### src/rtl/trng_postproc.sv
// -----------------------------------------------------------------------------
// trng_postproc
// Post-processing for the ring-oscillator entropy source. Each raw sample first
// goes through a repetition-count health test. It is then debiased by a von
// Neumann extractor, and the surviving bits are packed MSB-first into bytes.
// Each byte is presented on a one-deep valid/ready output register.
//
// Ports
//   clk         system clock
//   rst_n       synchronous reset, active-high (asserted = 1)
//   enable      1 = accept raw samples, 0 = flush pair/packer state
//   raw_bit     raw sample from the sampler
//   raw_valid   raw_bit is valid this cycle (no backpressure)
//   byte_out    packed debiased byte
//   byte_valid  byte_out holds an unread byte
//   byte_ready  consumer takes byte_out when byte_valid && byte_ready
//   health_fail sticky repetition-count failure
//   overflow    sticky: a completed byte was dropped, output register full
// -----------------------------------------------------------------------------
module trng_postproc #(
    parameter int unsigned RCT_CUTOFF = 16,
    parameter int unsigned CNT_W      = 8
) (
    input  logic       clk,
    input  logic       rst_n,
    input  logic       enable,
    input  logic       raw_bit,
    input  logic       raw_valid,
    output logic [7:0] byte_out,
    output logic       byte_valid,
    input  logic       byte_ready,
    output logic       health_fail,
    output logic       overflow
);

    localparam int unsigned BYTE_W = 8;
    localparam int unsigned BCNT_W = 3;

    // Health-test state
    logic [CNT_W-1:0]  run_q, run_d;
    logic              last_q, last_d;
    logic              hf_q, hf_d;

    // Extractor and packer state
    logic              pair_flag_q, pair_flag_d;
    logic              pair_bit_q, pair_bit_d;
    logic [BYTE_W-2:0] shift_q, shift_d;
    logic [BCNT_W-1:0] bit_cnt_q, bit_cnt_d;

    // Output register
    logic [BYTE_W-1:0] byte_q, byte_d;
    logic              valid_q, valid_d;
    logic              ovf_q, ovf_d;

    // Combinational helpers
    logic              accept;
    logic              trip;
    logic              emit;
    logic              byte_done;
    logic [BYTE_W-1:0] new_byte;
    logic [CNT_W-1:0]  run_next;

    // Next-state logic for the health test, extractor, packer and output register
    always_comb begin
        run_d       = run_q;
        last_d      = last_q;
        hf_d        = hf_q;
        pair_flag_d = pair_flag_q;
        pair_bit_d  = pair_bit_q;
        shift_d     = shift_q;
        bit_cnt_d   = bit_cnt_q;
        byte_d      = byte_q;
        valid_d     = valid_q;
        ovf_d       = ovf_q;
        emit        = 1'b0;
        byte_done   = 1'b0;
        new_byte    = {shift_q, pair_bit_q};

        accept = raw_valid && enable && !hf_q;

        // A run counter of zero marks "no sample seen yet since reset".
        if ((run_q == CNT_W'(0)) || (raw_bit != last_q)) begin
            run_next = CNT_W'(1);
        end else if (run_q != {CNT_W{1'b1}}) begin
            run_next = run_q + CNT_W'(1);
        end else begin
            run_next = run_q;
        end

        trip = accept && (run_next >= CNT_W'(RCT_CUTOFF));

        if (accept) begin
            run_d  = run_next;
            last_d = raw_bit;
            if (trip) begin
                hf_d = 1'b1;
            end
        end

        // Von Neumann pairing; the tripping sample is never debiased.
        if (!enable) begin
            pair_flag_d = 1'b0;
            shift_d     = '0;
            bit_cnt_d   = '0;
        end else if (accept && !trip) begin
            if (!pair_flag_q) begin
                pair_flag_d = 1'b1;
                pair_bit_d  = raw_bit;
            end else begin
                pair_flag_d = 1'b0;
                emit        = (pair_bit_q != raw_bit);
            end
        end

        // Packer: first emitted bit ends up in bit 7.
        if (emit) begin
            shift_d   = {shift_q[BYTE_W-3:0], pair_bit_q};
            bit_cnt_d = bit_cnt_q + BCNT_W'(1);
            byte_done = (bit_cnt_q == BCNT_W'(BYTE_W - 1));
        end

        // Output register: a read in the same cycle frees the slot for a new byte.
        if (hf_q) begin
            valid_d = 1'b0;
        end else if (byte_done) begin
            if (!valid_q || byte_ready) begin
                byte_d  = new_byte;
                valid_d = 1'b1;
            end else begin
                ovf_d = 1'b1;
            end
        end else if (valid_q && byte_ready) begin
            valid_d = 1'b0;
        end
    end

    // State registers
    always_ff @(posedge clk) begin
        if (rst_n) begin
            run_q       <= '0;
            last_q      <= 1'b0;
            hf_q        <= 1'b0;
            pair_flag_q <= 1'b0;
            pair_bit_q  <= 1'b0;
            shift_q     <= '0;
            bit_cnt_q   <= '0;
            byte_q      <= '0;
            valid_q     <= 1'b0;
            ovf_q       <= 1'b0;
        end else begin
            run_q       <= run_d;
            last_q      <= last_d;
            hf_q        <= hf_d;
            pair_flag_q <= pair_flag_d;
            pair_bit_q  <= pair_bit_d;
            shift_q     <= shift_d;
            bit_cnt_q   <= bit_cnt_d;
            byte_q      <= byte_d;
            valid_q     <= valid_d;
            ovf_q       <= ovf_d;
        end
    end

    assign byte_out    = byte_q;
    assign byte_valid  = valid_q;
    assign health_fail = hf_q;
    assign overflow    = ovf_q;

endmodule

### config.mk
export PLATFORM = sky130hd
export DESIGN_NAME = trng_postproc
export DESIGN_NICKNAME = d
export VERILOG_FILES = /design/src/rtl/trng_postproc.sv
export SDC_FILE = /design/constraint.sdc
export NUM_CORES = 1
export LEC_CHECK = 0
export CAP_MARGIN = 20
export CORE_MARGIN = 2
export CORE_UTILIZATION = 50
export DETAILED_ROUTE_END_ITERATION = 7
export PLACE_DENSITY_LB_ADDON = 0.08
export SLEW_MARGIN = 25
export SYNTH_ARGS = -nofsm -noshare
export SYNTH_HDL_FRONTEND = slang
export SYNTH_SLANG_ARGS = --single-unit
### constraint.sdc
create_clock -name clk -period 1.85 [get_ports clk]
set_input_delay 0.185 -clock clk [delete_from_list [all_inputs] [get_ports clk]]
set_output_delay 0.185 -clock clk [all_outputs]
set_load 0.01 [all_outputs]
# After elaboration in Yosys (flattened, before gate mapping)

Cells that the tools add are included.

Equality and inequality tests: 6
$add $sub $neg: 2
Reductions and logical operators: 19
Divide/modulo/power cells: 0
Shift-type cells: 0
Bitwise logic cells: 4
Magnitude comparators: 1
$mul: 0
Muxes and demuxes: 14

Operators with widths:

| kind                                                                                | count |
|---|---|
| 8-bit 2-to-1 mux                                                                    | 2 |
| 7-bit 2-to-1 mux                                                                    | 2 |
| 3-bit AND reduction                                                                 | 3 |
| 8-bit by 1-bit adder with 8-bit output, second input constant                       | 1 |
| 8-bit by 5-bit greater-or-equal comparator with 1-bit output, second input constant | 1 |
| 8-bit logical NOT                                                                   | 1 |
| 1-bit 2-to-1 mux                                                                    | 8 |
| 8-bit != test, second input constant                                                | 1 |
| 3-bit 2-to-1 mux                                                                    | 2 |
| 1-bit logical AND                                                                   | 5 |
| 2-bit by 1-bit != test with 1-bit output, second input constant                     | 2 |
| 1-bit NOT                                                                           | 4 |
| 2-bit AND reduction                                                                 | 2 |
| 2-bit OR reduction                                                                  | 2 |
| 3-bit by 1-bit adder with 3-bit output, second input constant                       | 1 |
| 3-bit == test, second input constant                                                | 1 |
| 1-bit logical NOT                                                                   | 3 |
| 1-bit logical OR                                                                    | 2 |
| 1-bit != test                                                                       | 2 |
| 2-bit nonzero test                                                                  | 1 |

Memory bits (read-only): 0
Logic and storage cells: 56
Input bits: 6
Register bits: 32
Memories: 0
Memory bits (writable): 0
Bits in latches: 0

# Logic depth before layout (Yosys ltp)

Gate-level depths: netlist of run 1.

Word-level depth: 12
Gate-level depth with buffers: 7
Gate-level depth less buffers: 7

# Worst setup path before layout of run 1

No wires, ideal clock.

Path type: register to register
Start point: register run_q[0]
End point: register bit_cnt_q[1]
Buffers on the path: 1
Stages on the path, launching flop included: 8
Arrival time: 1858 ps
Slack: -124 ps
Required time: 1734 ps
Period minus slack after synthesis: 1974 ps
Setup time: 116 ps
Cells stage by stage: dfxtp_1 ha_1 and3b_1 o2111ai_1 and3_4 or3_1 buf_6 a41o_1

Cells in the longest elaborated chain, start to end: 10

RTL lines:

| item                                                                                          | RTL line | RTL |
|---|---|---|
| from (decl)                                                                                   | 40       | `logic [CNT_W-1:0] run_q, run_d;` |
| from (signal assigned)                                                                        | 151      | `run_q <= run_d;` |
| 8-bit by 1-bit adder with 8-bit output, or another cell as far along                          | 85       | `run_next = run_q + CNT_W'(1);` |
| 8-bit 2-to-1 mux or 1-bit logical OR (tied branches)                                          | 84, 82   |  |
| 8-bit 2-to-1 mux (*)                                                                          | 82       | `if ((run_q == CNT_W'(0)) \|\| (raw_bit != last_q)) begin` |
| 8-bit by 5-bit greater-or-equal comparator with 1-bit output (*)                              | 90       | `trip = accept && (run_next >= CNT_W'(RCT_CUTOFF));` |
| 1-bit logical AND (*)                                                                         | 90       |  |
| 1-bit logical NOT (*)                                                                         | 105      | `end else if (accept && !trip) begin` |
| 1-bit logical AND (*)                                                                         | 105      |  |
| 1-bit 2-to-1 mux (*)                                                                          | 105      |  |
| 1-bit 2-to-1 mux (*)                                                                          | 101      | `if (!enable) begin` |
| 2-bit by 1-bit != test with 1-bit output (no source line) or 3-bit 2-to-1 mux (tied branches) | -        |  |
| to (signal assigned)                                                                          | 157      | `bit_cnt_q <= bit_cnt_d;` |
| to (decl)                                                                                     | 48       | `logic [BCNT_W-1:0] bit_cnt_q, bit_cnt_d;` |

Every way passes the cells marked *; elsewhere a longest branch is shown, timed or not.
A chain may end at the register's enable or synchronous reset.

# Worst setup path in the final report of run 1

Start point: register run_q[2]
End point: register shift_q[1]

Cells in the longest elaborated chain, start to end: 10

RTL lines:

| item                                                                                          | RTL line | RTL |
|---|---|---|
| 8-bit by 1-bit adder with 8-bit output, or another cell as far along                          | 85       |  |
| 8-bit 2-to-1 mux or 1-bit logical OR (tied branches)                                          | 84, 82   |  |
| 8-bit 2-to-1 mux (*)                                                                          | 82       |  |
| 8-bit by 5-bit greater-or-equal comparator with 1-bit output (*)                              | 90       |  |
| 1-bit logical AND (*)                                                                         | 90       |  |
| 1-bit logical NOT (*)                                                                         | 105      |  |
| 1-bit logical AND (*)                                                                         | 105      |  |
| 1-bit 2-to-1 mux (*)                                                                          | 105      |  |
| 1-bit 2-to-1 mux (*)                                                                          | 101      |  |
| 2-bit by 1-bit != test with 1-bit output (no source line) or 7-bit 2-to-1 mux (tied branches) | -        |  |
| to (signal assigned)                                                                          | 156      | `shift_q <= shift_d;` |
| to (decl)                                                                                     | 47       | `logic [BYTE_W-2:0] shift_q, shift_d;` |

Marks and branches as above.

==> results.yml, run 1 <==
status:
  run_status: "completed"
pwr:
  net-switching-power_mw: 0.353
  static-leakage-power_nw: 0.950
  power.share.combinational_pct: 10.0
  p_sw_share_pct: 25.2
  pwr-share-seq_pct: 50.0
  worst_ir_drop_vdd_uv: 855
  power-per-cell-area_mw_per_mm2: 615
  cell_internal_pwr_mw: 1.05
  clkPwrFrac_pct: 40.0
place:
  dpl.cell_count: 267
  gp_routability_congestion: 0.860
  place_area_mm2: 0.00205
  port_buffers: 16
  dpl.hpwl_um: 2980
critical_path:
  cp_cell_sequence: "nor4_4 -> buf_4 -> a31oi_4 -> and3_4 -> or3_4 -> a41o_1"
  worst-r2r-setup-slack_ns: 0.006
  slowest_stage: "sky130_fd_sc_hd__or3_4"
  critPathArrivalTime_ns: 2.10
  path_max_fanout: 6
  worst-endpoint-required_ns: 2.11
  regToRegStartpoint: "run_q[2]$_SDFFE_PP0P_"
  timing.rr.end: "shift_q[1]$_SDFFE_PP0P_"
  worst_setup_path_end_kind: "flop"
  cp-start-kind: "flop"
  timing.critical_path.slowest_cell_delay_ns: 0.41
  setup.worst_path.class: "flop to flop"
  worstRegToRegCells: 6
clock_network:
  clkTransAtPathRegs_ns: 0.11
  tritoncts: "done"
  ctsRootBufferMaster: "sky130_fd_sc_hd__clkbuf_4"
  clock_sink_count: 32
  clock_path_buffers: 2
  clock_insertion_delay_worst_skew_ns: 0.35
  ctsHtreeMaxLevel: 2
  cts_made_buffers: 5
  cts.hold.buffers_added: 0
sta:
  fin_crit_ns: 1.84
  fmax_mhz: 542
  relative_slew_slack_pct: 77.4
  tns_setup_ns: 0
  drv_slew: 0
  layout_worst_path_cycle_share_pct: 99.7
  worst_max_slew_pin_slew_ns: 0.340
  timing.clock.skew_ns: 0.00725
  fin_hold_ws_ns: 0.468
  grt_setup_unrepaired: "true"
  finalSetupViolations: 0
  timing.final.hold_violations: 0
floorplanning:
  die_area_mm2: 0.00366
  boundaryPins: 17
  start_util_pct: 52.3
  die_width_um: 60.5
  placeableCoreArea_mm2: 0.00305
  rows: 20
  dieHeight_um: 60.5
hold_path:
  hold_path_class: "flop to flop"
  hold_depth: 2
  worst_hold_startpoint: "byte_out[0]$_SDFFE_PP0P_"
  whs_endpoint: "byte_out[0]$_SDFFE_PP0P_"
logic_synthesis:
  ys_top_cells_by_area: "sky130_fd_sc_hd__dfxtp_1 (40%), sky130_fd_sc_hd__nand2_1 (7.5%), sky130_fd_sc_hd__a41o_1 (6.3%)"
  netlist.top_cell.by_area: "sky130_fd_sc_hd__dfxtp_1"
  synth.avg_cell_area_um2: 8.72
  synth_seq_cells: 32
  synth-async-reset-ratio_pct: 0
  synth_edf_count: 0
  synth.distinct_cells: 40
  synth.cell_area_mm2: 0.00160
  synthDominantCellAreaShare_pct: 40.1
  syn-num-nets: 193
  syn_inst: 183
  synth_ff_type: "sky130_fd_sc_hd__dfxtp_1"
  synth.yosys.seq_area_share_pct: 40.1
  yosysWarnings: 0
layout:
  multi_input_comb_area_mm2: 0.00102
  n_antenna_cell: 0
  ratio_of_cells_with_drive_above_1_in_the_final_layout_pct: 31.8
  layout.nets: 242
  mostFrequentLayoutCell: "sky130_fd_sc_hd__buf_4"
  layout.filler_cells: 243
  postLayoutCoreUtil_pct: 74.6
  fin_area_mm2: 0.00228
  highest_count_cells_in_the_layout_ignoring_fill_and_taps: "sky130_fd_sc_hd__buf_4 (36), sky130_fd_sc_hd__nand2_1 (31), sky130_fd_sc_hd__dfxtp_1 (26)"
  area.growth.synth_to_final_pct: 42.6
  register_area_um2: 653
  stdcell_count: 277
drt:
  routed_via_density: 5.57
  route.detailed.drc: 0
  route.detailed.wl_per_inst_um: 15.2
  drt_first_iter_violations: 73
  total_number_of_vias: 1544
  number_of_nets_with_antenna_violations_after_detailed_routing: 0
  drt_pass1_iterations: 4
  sum_of_routed_wire_length_over_all_layers_um: 4200
global_routing:
  track_usage_pct: 25.6
  grt_pass1_wl_um: 6830
  global_route.overflow_total: 0
  grt_max_degree: 15
  antenna_found_initial: 0
  number_of_global_route_vias_before_repair: 1533
flow_run:
  timing.max_cap.violations: 0
==> kinds of logic after synthesis <==
logic type,after synthesis,synth area share (%)
xor+xnor,6,3.76
fa+ha+maj,4,3.13
buf+inv,17,4.62
flops,32,40.1
mux,10,6.35
simple gates,82,25.8
compound gates,32,16.2
==> flip-flops by register name, indices dropped and copies added (netlist names) <==
name         count
health_fail      1
pair_flag_q      1
byte_out         8
run_q            8
shift_q          7
overflow         1
last_q           1
bit_cnt_q        3
byte_valid       1
pair_bit_q       1
==> worst max path at each step <==
stage                                startpoint                         to  slack [ns]  cells past startpoint
final                     run_q[2]$_SDFFE_PP0P_    shift_q[1]$_SDFFE_PP0P_       0.006                      6
after floorplan           run_q[1]$_SDFFE_PP0P_  bit_cnt_q[1]$_SDFFE_PP0P_     0.00002                      7
after detailed placement                raw_bit    shift_q[0]$_SDFFE_PP0P_       -0.39                      6
after global placement                  raw_bit    shift_q[6]$_SDFFE_PP0P_       -0.30                      5
after CTS                 run_q[0]$_SDFFE_PP0P_    pair_bit_q$_SDFFE_PP0P_      -0.005                      7
after global routing      run_q[0]$_SDFFE_PP0P_    pair_bit_q$_SDFFE_PP0P_       -0.05                      7
==> timing repair <==
item,4_1_cts,5_1_grt
buffers inserted,1,1
pin swaps,13,7
endpoints found under the setup margin,13,22
resized for setup,17,12
gates cloned,1,0
==> layout make-up <==
class,instances,share of cell area [%]
clock inverters,3,2.03
repair buffers,53,19.4
inverters,5,0.824
multi-input cells,135,45.0
well taps,44,2.42
clock buffers,5,1.65
flip-flops and latches,32,28.7
==> per-stage QoR <==
step | power [mW] | worst slack (ns)
CTS | 1.41 | -0.00466
detailed placement | 0.847 | -0.393
finish | 1.40 | 0.00633
floorplan | 0.783 | 0.0000170
global route | 1.45 | -0.0544
global placement | 0.842 | -0.302
==> critical path, delay by kind of cell, from the launching register on <==
family | cells | cell delay [ns]
AOI/OAI and AO/OA | 2 | 0.33
buffers and inverters | 1 | 0.16
DFF | 1 | 0.38
and+or+nand+nor | 3 | 0.89
==> routing by layer <==
metal	up-vias	part of all wire [%]	routed length, um	GRT usage (%)
met1	743	42	1780	29.3
met4	0	1.9	78	12.4
met5	-	0	0	0
met3	8	2.8	118	4.69
met2	24	53	2220	45.8
li1	769	-	-	-
==> cells in the mapped netlist, types with 3 or more instances <==
| library cell | n |
|---|---|
| sky130_fd_sc_hd__xor2_1 | 3 |
| sky130_fd_sc_hd__a21oi_1 | 9 |
| sky130_fd_sc_hd__nor3_1 | 5 |
| sky130_fd_sc_hd__clkbuf_1 | 9 |
| sky130_fd_sc_hd__nand3_1 | 4 |
| sky130_fd_sc_hd__nor2_1 | 17 |
| sky130_fd_sc_hd__inv_1 | 5 |
| sky130_fd_sc_hd__dfxtp_1 | 32 |
| sky130_fd_sc_hd__nor4_1 | 9 |
| sky130_fd_sc_hd__ha_1 | 4 |
| sky130_fd_sc_hd__mux2i_1 | 9 |
| sky130_fd_sc_hd__a41o_1 | 10 |
| sky130_fd_sc_hd__nand2_1 | 32 |
==> power groups by stage <==
| stage | clock [mW] | combinational, mW | sequential [mW] |
|---|---|---|---|
| floorplan | 0 | 0.0644 | 0.719 |
| global placement | 0 | 0.125 | 0.717 |
| detailed placement | 0 | 0.129 | 0.718 |
| CTS | 0.572 | 0.134 | 0.701 |
| global route | 0.600 | 0.152 | 0.700 |
| finish | 0.561 | 0.140 | 0.700 |
(Power assumes the default switching activity.)
==> run 2, diff against run 1 <==
Settings changed: TNS_END_PERCENT set to 30.
==> run 2 against run 1 <==
The run now ends with setup timing left; count of clock-buffer cells in the layout stayed put; sequential power is essentially flat; routed wire length unchanged; worst setup slack lost 0.015 ns; hold slack hardly changed; clock power fell by 1%.
==> results.yml, run 2 (synthesis gave the netlist of run 1 again) <==
layout:
  layout.filler_cells: 238
  register_area_um2: 653
  ratio_of_cells_with_drive_above_1_in_the_final_layout_pct: 32.5
  postLayoutCoreUtil_pct: 75.2
  highest_count_cells_in_the_layout_ignoring_fill_and_taps: "sky130_fd_sc_hd__buf_4 (36), sky130_fd_sc_hd__nand2_1 (31), sky130_fd_sc_hd__dfxtp_1 (26)"
  mostFrequentLayoutCell: "sky130_fd_sc_hd__buf_4"
  area.growth.synth_to_final_pct: 43.8
  n_antenna_cell: 0
  stdcell_count: 278
  multi_input_comb_area_mm2: 0.00103
  fin_area_mm2: 0.00230
  layout.nets: 243
pwr:
  power-per-cell-area_mw_per_mm2: 606
  power_mw: 1.39
  static-leakage-power_nw: 0.957
  worst_ir_drop_vdd_uv: 845
sta:
  grt_setup_unrepaired: "true"
  worst_max_slew_pin_slew_ns: 0.339
  fmax_mhz: 538
  tns_setup_ns: -0.0147
  drv_slew: 0
  layout_worst_path_cycle_share_pct: 100
  timing.clock.skew_ns: 0.0111
  fin_crit_ns: 1.86
  timing.final.ws_setup_ns: -0.00868
  timing.final.hold_violations: 0
  fin_hold_ws_ns: 0.467
  finalSetupViolations: 2
  relative_slew_slack_pct: 77.4
global_routing:
  grt_pass1_wl_um: 6830
  global_route.overflow_total: 0
  track_usage_pct: 25.6
  antenna_found_initial: 0
  number_of_global_route_vias_before_repair: 1546
  grt_max_degree: 15
critical_path:
  critPathArrivalTime_ns: 2.11
  crit_start: "run_q[1]$_SDFFE_PP0P_"
  setup.worst_path.class: "flop to flop"
  worst_setup_path_end_kind: "flop"
  timing.critical_path.slowest_cell_delay_ns: 0.41
  path_max_fanout: 6
  worst-endpoint-required_ns: 2.10
  regToRegStartpoint: "run_q[1]$_SDFFE_PP0P_"
  cp-start-kind: "flop"
  slowest_stage: "sky130_fd_sc_hd__or3_4"
  cp_cell_sequence: "ha_4 -> and3b_1 -> o2111ai_2 -> and3_4 -> or3_4 -> a41o_1"
clock_network:
  ctsHtreeMaxLevel: 2
  ctsRootBufferMaster: "sky130_fd_sc_hd__clkbuf_4"
  clkTransAtPathRegs_ns: 0.11
  clock_sink_count: 32
  clock_insertion_delay_worst_skew_ns: 0.34
  cts_made_buffers: 5
  tritoncts: "done"
  clock_path_buffers: 2
drt:
  total_number_of_vias: 1550
  drt_pass1_iterations: 5
  routed_via_density: 5.58
  drt_first_iter_violations: 100
  route.detailed.wl_per_inst_um: 15.1
  sum_of_routed_wire_length_over_all_layers_um: 4200
  number_of_nets_with_antenna_violations_after_detailed_routing: 0
  route.detailed.drc: 0
floorplanning:
  die_width_um: 60.5
  die_area_mm2: 0.00366
  boundaryPins: 17
  dieHeight_um: 60.5
  start_util_pct: 52.3
  placeableCoreArea_mm2: 0.00305
  rows: 20
status:
  violated_checks: "setup timing"
  run_status: "finished, violations left"
place:
  dpl.hpwl_um: 2980
  gp_routability_congestion: 0.860
  post-place-ws_ns: -0.393
  place_area_mm2: 0.00205
  port_buffers: 16
  dpl.cell_count: 267
flow_run:
  timing.max_cap.violations: 0
hold_path:
  worst_hold_startpoint: "byte_out[0]$_SDFFE_PP0P_"
  hold_path_class: "flop to flop"
run 2: final cells by class:
class | instances | share of cell area, %
Clock buffer | 5 | 1.63
Clock inverter | 3 | 2.02
Inverter | 5 | 0.817
Multi-Input combinational cell | 135 | 45.0
Sequential cell | 32 | 28.4
Tap cell | 44 | 2.40
Timing Repair Buffer | 54 | 19.7
run 2: worst paths after layout:
check,end,slack [ns],cells after the start
setup / recovery,shift_q[1]$_SDFFE_PP0P_,-0.009,6
hold / removal,byte_out[0]$_SDFFE_PP0P_,0.47,2
setup reg to reg,shift_q[1]$_SDFFE_PP0P_,-0.009,6
hold reg to reg,byte_out[0]$_SDFFE_PP0P_,0.47,2
run 2: metal layers:
layer | up-vias | global-route usage, % | wire length (um)
met2 | 37 | 45.8 | 2240
met3 | 7 | 4.69 | 144
li1 | 773 | - | -
met1 | 733 | 29.3 | 1750
met5 | - | 0 | 0
met4 | 0 | 12.4 | 65
run 2: report_power, final:
part           switching (mW)  internal, mW
clock                   0.267         0.289
sequential            0.00648         0.693
combinational          0.0743        0.0632
total                   0.347          1.04
run 2: worst max-delay path, delay by kind of cell, from the launching register on:
family                     cells  cell delay (ns)
adders and majority gates      1             0.18
AOI/OAI and AO/OA              2             0.39
DFF                            1             0.36
and+or+nand+nor                3             0.85
run 2: timing repair:
action / 4_1_cts / 5_1_grt
hold buffers: 0 / 0
gates resized for setup: 15 / 17
setup endpoints to repair: 13 / 22
pin swaps: 9 / 5
setup buffers: 1 / 1
cloned: 1 / 0
